File: src/rtl/alu_arbiter_pkg.sv
// Shared constants for the two-requester ALU arbiter slice.
package alu_arbiter_pkg;
  localparam logic REQ0           = 1'b0;
  localparam logic REQ1           = 1'b1;
  // Seeding last_grant with REQ1 lets requester 0 win the first contention.
  localparam logic LAST_GRANT_RST = REQ1;
endpackage

File: src/rtl/alu_arbiter_if.sv
// Request/response bus between the two requesters, the consumer and the arbiter.
interface alu_arbiter_if #(
  parameter int WORD_SIZE  = 32,
  parameter int FUNC_WIDTH = 5
);
  logic [1:0]                 req_valid;
  logic [1:0]                 req_ready;
  logic [1:0][WORD_SIZE-1:0]  req_in1;
  logic [1:0][WORD_SIZE-1:0]  req_in2;
  logic [1:0][FUNC_WIDTH-1:0] req_func;
  logic                       rsp_valid;
  logic                       rsp_ready;
  logic                       rsp_id;
  logic [WORD_SIZE-1:0]       rsp_data;

  modport master (
    output req_valid, req_in1, req_in2, req_func, rsp_ready,
    input  req_ready, rsp_valid, rsp_id, rsp_data
  );

  modport slave (
    input  req_valid, req_in1, req_in2, req_func, rsp_ready,
    output req_ready, rsp_valid, rsp_id, rsp_data
  );
endinterface

File: src/rtl/alu_arbiter_rr_arbiter2.sv
// Two-way combinational round-robin arbiter; favours the requester that did not win last.
module rr_arbiter2
  import alu_arbiter_pkg::*;
(
  input  logic [1:0] req,
  input  logic       last_grant,
  input  logic       enable,
  output logic [1:0] grant,
  output logic       grant_idx
);
  always_comb begin
    grant     = 2'b00;
    grant_idx = REQ0;
    if (enable) begin
      if (req[0] && req[1]) grant_idx = ~last_grant;
      else if (req[1])      grant_idx = REQ1;
      else                  grant_idx = REQ0;
      if (|req) grant = (grant_idx == REQ1) ? 2'b10 : 2'b01;
    end
  end
endmodule

File: src/rtl/alu_arbiter.sv
// Shares one external combinational ALU between two requesters; result lands in a
// single registered response slot tagged with the issuing requester.
module alu_arbiter
  import alu_arbiter_pkg::*;
#(
  parameter int WORD_SIZE  = 32,
  parameter int FUNC_WIDTH = 5,
  parameter int CNT_WIDTH  = 16
) (
  input  logic                  clk,
  input  logic                  reset,
  alu_arbiter_if.slave          bus,
  output logic [WORD_SIZE-1:0]  alu_in1,
  output logic [WORD_SIZE-1:0]  alu_in2,
  output logic [FUNC_WIDTH-1:0] alu_func,
  input  logic [WORD_SIZE-1:0]  alu_out,
  output logic [CNT_WIDTH-1:0]  op_count
);
  logic                 rsp_valid_q;
  logic                 rsp_id_q;
  logic [WORD_SIZE-1:0] rsp_data_q;
  logic [CNT_WIDTH-1:0] cnt_q;
  logic                 last_grant_q;
  logic                 accept_slot;
  logic [1:0]           gnt;
  logic                 gidx;
  logic                 fire;

  // Slot can take a new result if empty or being drained this very edge.
  assign accept_slot = !rsp_valid_q || bus.rsp_ready;

  rr_arbiter2 u_rr (
    .req        (bus.req_valid),
    .last_grant (last_grant_q),
    .enable     (accept_slot && !reset),
    .grant      (gnt),
    .grant_idx  (gidx)
  );

  // A grant is only issued to a valid requester, so any grant bit is a fire.
  assign fire          = |gnt;
  assign bus.req_ready = gnt;

  assign alu_in1  = fire ? bus.req_in1[gidx]  : '0;
  assign alu_in2  = fire ? bus.req_in2[gidx]  : '0;
  assign alu_func = fire ? bus.req_func[gidx] : '0;

  always_ff @(posedge clk or posedge reset) begin
    if (reset) begin
      rsp_valid_q  <= 1'b0;
      rsp_id_q     <= REQ0;
      rsp_data_q   <= '0;
      cnt_q        <= '0;
      last_grant_q <= LAST_GRANT_RST;
    end else if (fire) begin
      rsp_valid_q  <= 1'b1;
      rsp_id_q     <= gidx;
      rsp_data_q   <= alu_out;
      cnt_q        <= cnt_q + 1'b1;
      last_grant_q <= gidx;
    end else if (bus.rsp_ready) begin
      rsp_valid_q  <= 1'b0;
    end
  end

  assign bus.rsp_valid = rsp_valid_q;
  assign bus.rsp_id    = rsp_id_q;
  assign bus.rsp_data  = rsp_data_q;
  assign op_count      = cnt_q;
endmodule

File: src/flat_wrapper.sv
// flat-port wrapper written by rule: the top's interface ports become plain ports
module alu_arbiter_flat import alu_arbiter_pkg::*;
#(
  parameter int WORD_SIZE  = 32,
  parameter int FUNC_WIDTH = 5,
  parameter int CNT_WIDTH  = 16
)
  (clk, reset, alu_in1, alu_in2, alu_func, alu_out, op_count, bus_req_valid, bus_req_in1, bus_req_in2, bus_req_func, bus_rsp_ready, bus_req_ready, bus_rsp_valid, bus_rsp_id, bus_rsp_data);
  alu_arbiter_if #(.WORD_SIZE(WORD_SIZE), .FUNC_WIDTH(FUNC_WIDTH)) bus_i ();
  input  logic clk;
  input  logic reset;
  output logic [WORD_SIZE-1:0] alu_in1;
  output logic [WORD_SIZE-1:0] alu_in2;
  output logic [FUNC_WIDTH-1:0] alu_func;
  input  logic [WORD_SIZE-1:0] alu_out;
  output logic [CNT_WIDTH-1:0] op_count;
  input wire logic [$bits(bus_i.req_valid)-1:0] bus_req_valid;
  input wire logic [$bits(bus_i.req_in1)-1:0] bus_req_in1;
  input wire logic [$bits(bus_i.req_in2)-1:0] bus_req_in2;
  input wire logic [$bits(bus_i.req_func)-1:0] bus_req_func;
  input wire logic [$bits(bus_i.rsp_ready)-1:0] bus_rsp_ready;
  output wire logic [$bits(bus_i.req_ready)-1:0] bus_req_ready;
  output wire logic [$bits(bus_i.rsp_valid)-1:0] bus_rsp_valid;
  output wire logic [$bits(bus_i.rsp_id)-1:0] bus_rsp_id;
  output wire logic [$bits(bus_i.rsp_data)-1:0] bus_rsp_data;
  assign bus_i.req_valid = bus_req_valid;
  assign bus_i.req_in1 = bus_req_in1;
  assign bus_i.req_in2 = bus_req_in2;
  assign bus_i.req_func = bus_req_func;
  assign bus_i.rsp_ready = bus_rsp_ready;
  assign bus_req_ready = bus_i.req_ready;
  assign bus_rsp_valid = bus_i.rsp_valid;
  assign bus_rsp_id = bus_i.rsp_id;
  assign bus_rsp_data = bus_i.rsp_data;
  alu_arbiter #(.WORD_SIZE(WORD_SIZE), .FUNC_WIDTH(FUNC_WIDTH), .CNT_WIDTH(CNT_WIDTH)) u_core (.clk(clk), .reset(reset), .bus(bus_i), .alu_in1(alu_in1), .alu_in2(alu_in2), .alu_func(alu_func), .alu_out(alu_out), .op_count(op_count));
endmodule
File: config.mk
export PLATFORM = sky130hd
export DESIGN_NAME = alu_arbiter_flat
export DESIGN_NICKNAME = d
export VERILOG_FILES = /design/src/rtl/alu_arbiter_pkg.sv /design/src/rtl/alu_arbiter_if.sv /design/src/rtl/alu_arbiter_rr_arbiter2.sv /design/src/rtl/alu_arbiter.sv /design/src/flat_wrapper.sv
export SDC_FILE = /design/constraint.sdc
export NUM_CORES = 1
export LEC_CHECK = 0
export ABC_AREA = 1
export BUFFER_PORTS_ARGS = -buffer_cell sky130_fd_sc_hd__buf_2
export CORE_AREA = 2 2 113 115
export DETAILED_ROUTE_END_ITERATION = 8
export DIE_AREA = 0 0 115 117
export PLACE_DENSITY_LB_ADDON = 0.05
export SETUP_SLACK_MARGIN = 0.2
export SYNTH_ARGS = -nofsm -noshare
export SYNTH_HDL_FRONTEND = slang
export SYNTH_HIERARCHICAL = 1
export SYNTH_SLANG_ARGS = --single-unit
File: constraint.sdc
create_clock -name clk -period 4.2 [get_ports clk]
set_input_delay 0.84 -clock clk [delete_from_list [all_inputs] [get_ports clk]]
set_output_delay 0.84 -clock clk [all_outputs]
set_load 0.05 [all_outputs]
==> flow_summary.yaml <==
floorplan:
  core_area_um2: 12300
  fp-row-count: 41
  start_util: 0.265
  dieArea_um2: 13500
  ios: 296
  die_width_um: 115
  die-height_um: 117
yosys:
  seq_area_frac_synth: 0.391
  ys_top_cells_by_area: "dfrtp_1 (38%), nand2_1 (32%), a21oi_1 (11%), buf_2 (2.6%), buf_4 (2.3%)"
  syn_avg_cell_area_um2: 6.55
  synth_nets: 674
  ys_ff_latch: 51
  syn_inst: 498
  syn_area_um2: 3260
  synth_cell_types: 27
  synth_area_leader_cell: "dfrtp_1"
  yosys_warnings: 6
  synth_top_cell_area_share: 0.383
cts:
  ctsHoldBuffers: 0
  htree_levels: 2
  cts.sinks: 51
  cts.clk_slew.worst_paths_ns: 0.06
  clock_latency_ns: 0.29
  tritoncts: "yes"
  cts_made_buffers: 5
  clockBufferDepth: 2
  cts_resized: 0
  root_buffer: "clkbuf_16"
  cts_setup_buffers: 0
sta:
  finalCriticalPeriod_ns: 3.30
  fin_tns_setup_ns: 0
  rsz0062_at_grt: "no"
  relSlewSlack: 0.477
  fin_worst_skew_ns: 0.00455
  whs_ns: 0.473
  fmax_ghz: 0.303
  hold_viol: 0
  period_share: 0.786
  worst_pin_slew_ns: 0.783
  timing.final.ws_setup_ns: 0.901
  slew_viol_final: 0
  finalSetupViolCount: 0
critical_path:
  path_class: "in2out"
  critPathTopFamily: "buffers and inverters"
  crit_buf_inv: 3
  crit_chain: "buf_2 > nor2_1 > nand2_1 > a21oi_4 > buf_4 > nand2_1 > a21oi_1 > buf_2"
  slowest_delay_ns: 0.38
  cp.required_ns: 3.36
  worstPathArrival_ns: 2.46
  critPathLaunchType: "input pin"
  critical_path.max_fanout: 37
  cp-end-kind: "output port"
  slowest_stage: "buf_4"
power:
  power_leakage_nw: 2.99
  total_power_mw: 2.33
  vdd_drop_max_uv: 390
  powerDensity_nw_per_um2: 466
routing:
  ant_nets: 0
  drc: 0
  post_drt_wl_per_cell_um: 14.4
  drt_iter0_markers: 257
  drtPass1Iterations: 4
  drt_wl_total_um: 13400
  vias: 4188
  viasPerCell: 4.50
status:
  status: "completed"
final_layout:
  drive_gt1_frac: 0.418
  syn_to_final_growth_pct: 52.7
  most-common-layout-cells: "buf_2 (295), nand2_1 (277), a21oi_1 (69)"
  instances_no_fill: 930
  layout_commonest_cell: "buf_2"
  layout.nets: 951
global_routing:
  overflow: 0
  grt_first_pass_wirelength_um: 19000
  grt_max_degree: 70
  antenna_found_initial: 5
  grt_pass1_vias: 3646
  grt_usage: 0.180
place:
  place_hpwl_um: 10300
  io_buffer_count: 295
  pre_cts_ws_ns: 0.893
  dpl.cell_count: 918
  place_congestion: 0.776
job:
  cap_viol_max_count: 0
min_path:
  min_path_type: "reg2reg"
-- flip-flops by register name (all words and copies together), names as in the netlist --
register / count
u_core/bus.rsp_data: 32
u_core/op_count: 16
u_core/bus.rsp_id: 1
u_core/bus.rsp_valid: 1
u_core/last_grant_q: 1
-- path summary, 6_finish.rpt --
| kind | slack (ns) | from | to | cells after the start |
|---|---|---|---|---|
| setup / recovery | 0.90 | reset | alu_in2[21] | 8 |
| hold / removal | 0.47 | u_core/bus.rsp_data[16] | u_core/bus.rsp_data[16] | 2 |
| setup reg to reg | 1.56 | u_core/bus.rsp_valid | u_core/op_count[12] | 13 |
| hold reg to reg | 0.47 | u_core/bus.rsp_data[16] | u_core/bus.rsp_data[16] | 2 |
| max in group asynchronous | 2.77 | reset | u_core/bus.rsp_data[21] | 3 |
| min in group asynchronous | 0.71 | reset | u_core/op_count[3] | 2 |
-- area by class of cell --
type | count | area (um^2)
clock inverters | 1 | 30.0
well taps | 150 | 188
multi-input cells | 396 | 1740
repair buffers | 301 | 1530
clock buffers | 6 | 129
fillers | 1359 | 7330
inverters | 20 | 75.1
diodes | 5 | 12.5
flip-flops and latches | 51 | 1280
-- per-layer routing --
layer / part of all wire / global-route usage / vias up
met5: 0 / 0 / -
met4: 0.013 / 0.0458 / 0
met3: 0.10 / 0.0572 / 11
met2: 0.49 / 0.316 / 187
met1: 0.40 / 0.215 / 1879
li1: - / - / 2111
-- metrics by stage --
stage / util / instance area, um^2
final: 0.405 / 4990
after floorplan: - / 3270
after global routing: 0.404 / 4980
after global placement: 0.391 / 4810
after detailed placement: 0.391 / 4810
after CTS: 0.404 / 4970
-- power breakdown --
group | switching [mW] | internal (mW)
Sequential | 0.0900 | 0.602
Clock | 0.170 | 0.278
Combinational | 0.909 | 0.277
Total | 1.17 | 1.16
-- synth_stat cells (all sizes together) --
library cell and instances:
buf 29, inv 20, nand3b 2, clkbuf 2
xnor2 2, xor2 4, nor2 15, o21ai 3
a21o 1, dfrtp 50, nand3 8, nand4 5
nor3 4, ha 1, a21oi 72, nand2 279
dfstp 1
-- worst min-delay path, delay by kind of cell, from the launching register on --
kind	cells	cell delay, ns
flops	1	0.34
simple gates	2	0.10
-- cells by family after synthesis --
kind of cell | share of synthesized area
simple gates | 0.390
compound gates | 0.117
buf+inv | 0.0813
flops | 0.391
xor+xnor | 0.0161
fa+ha+maj | 0.00383
Power figures use the tool's default switching activity.
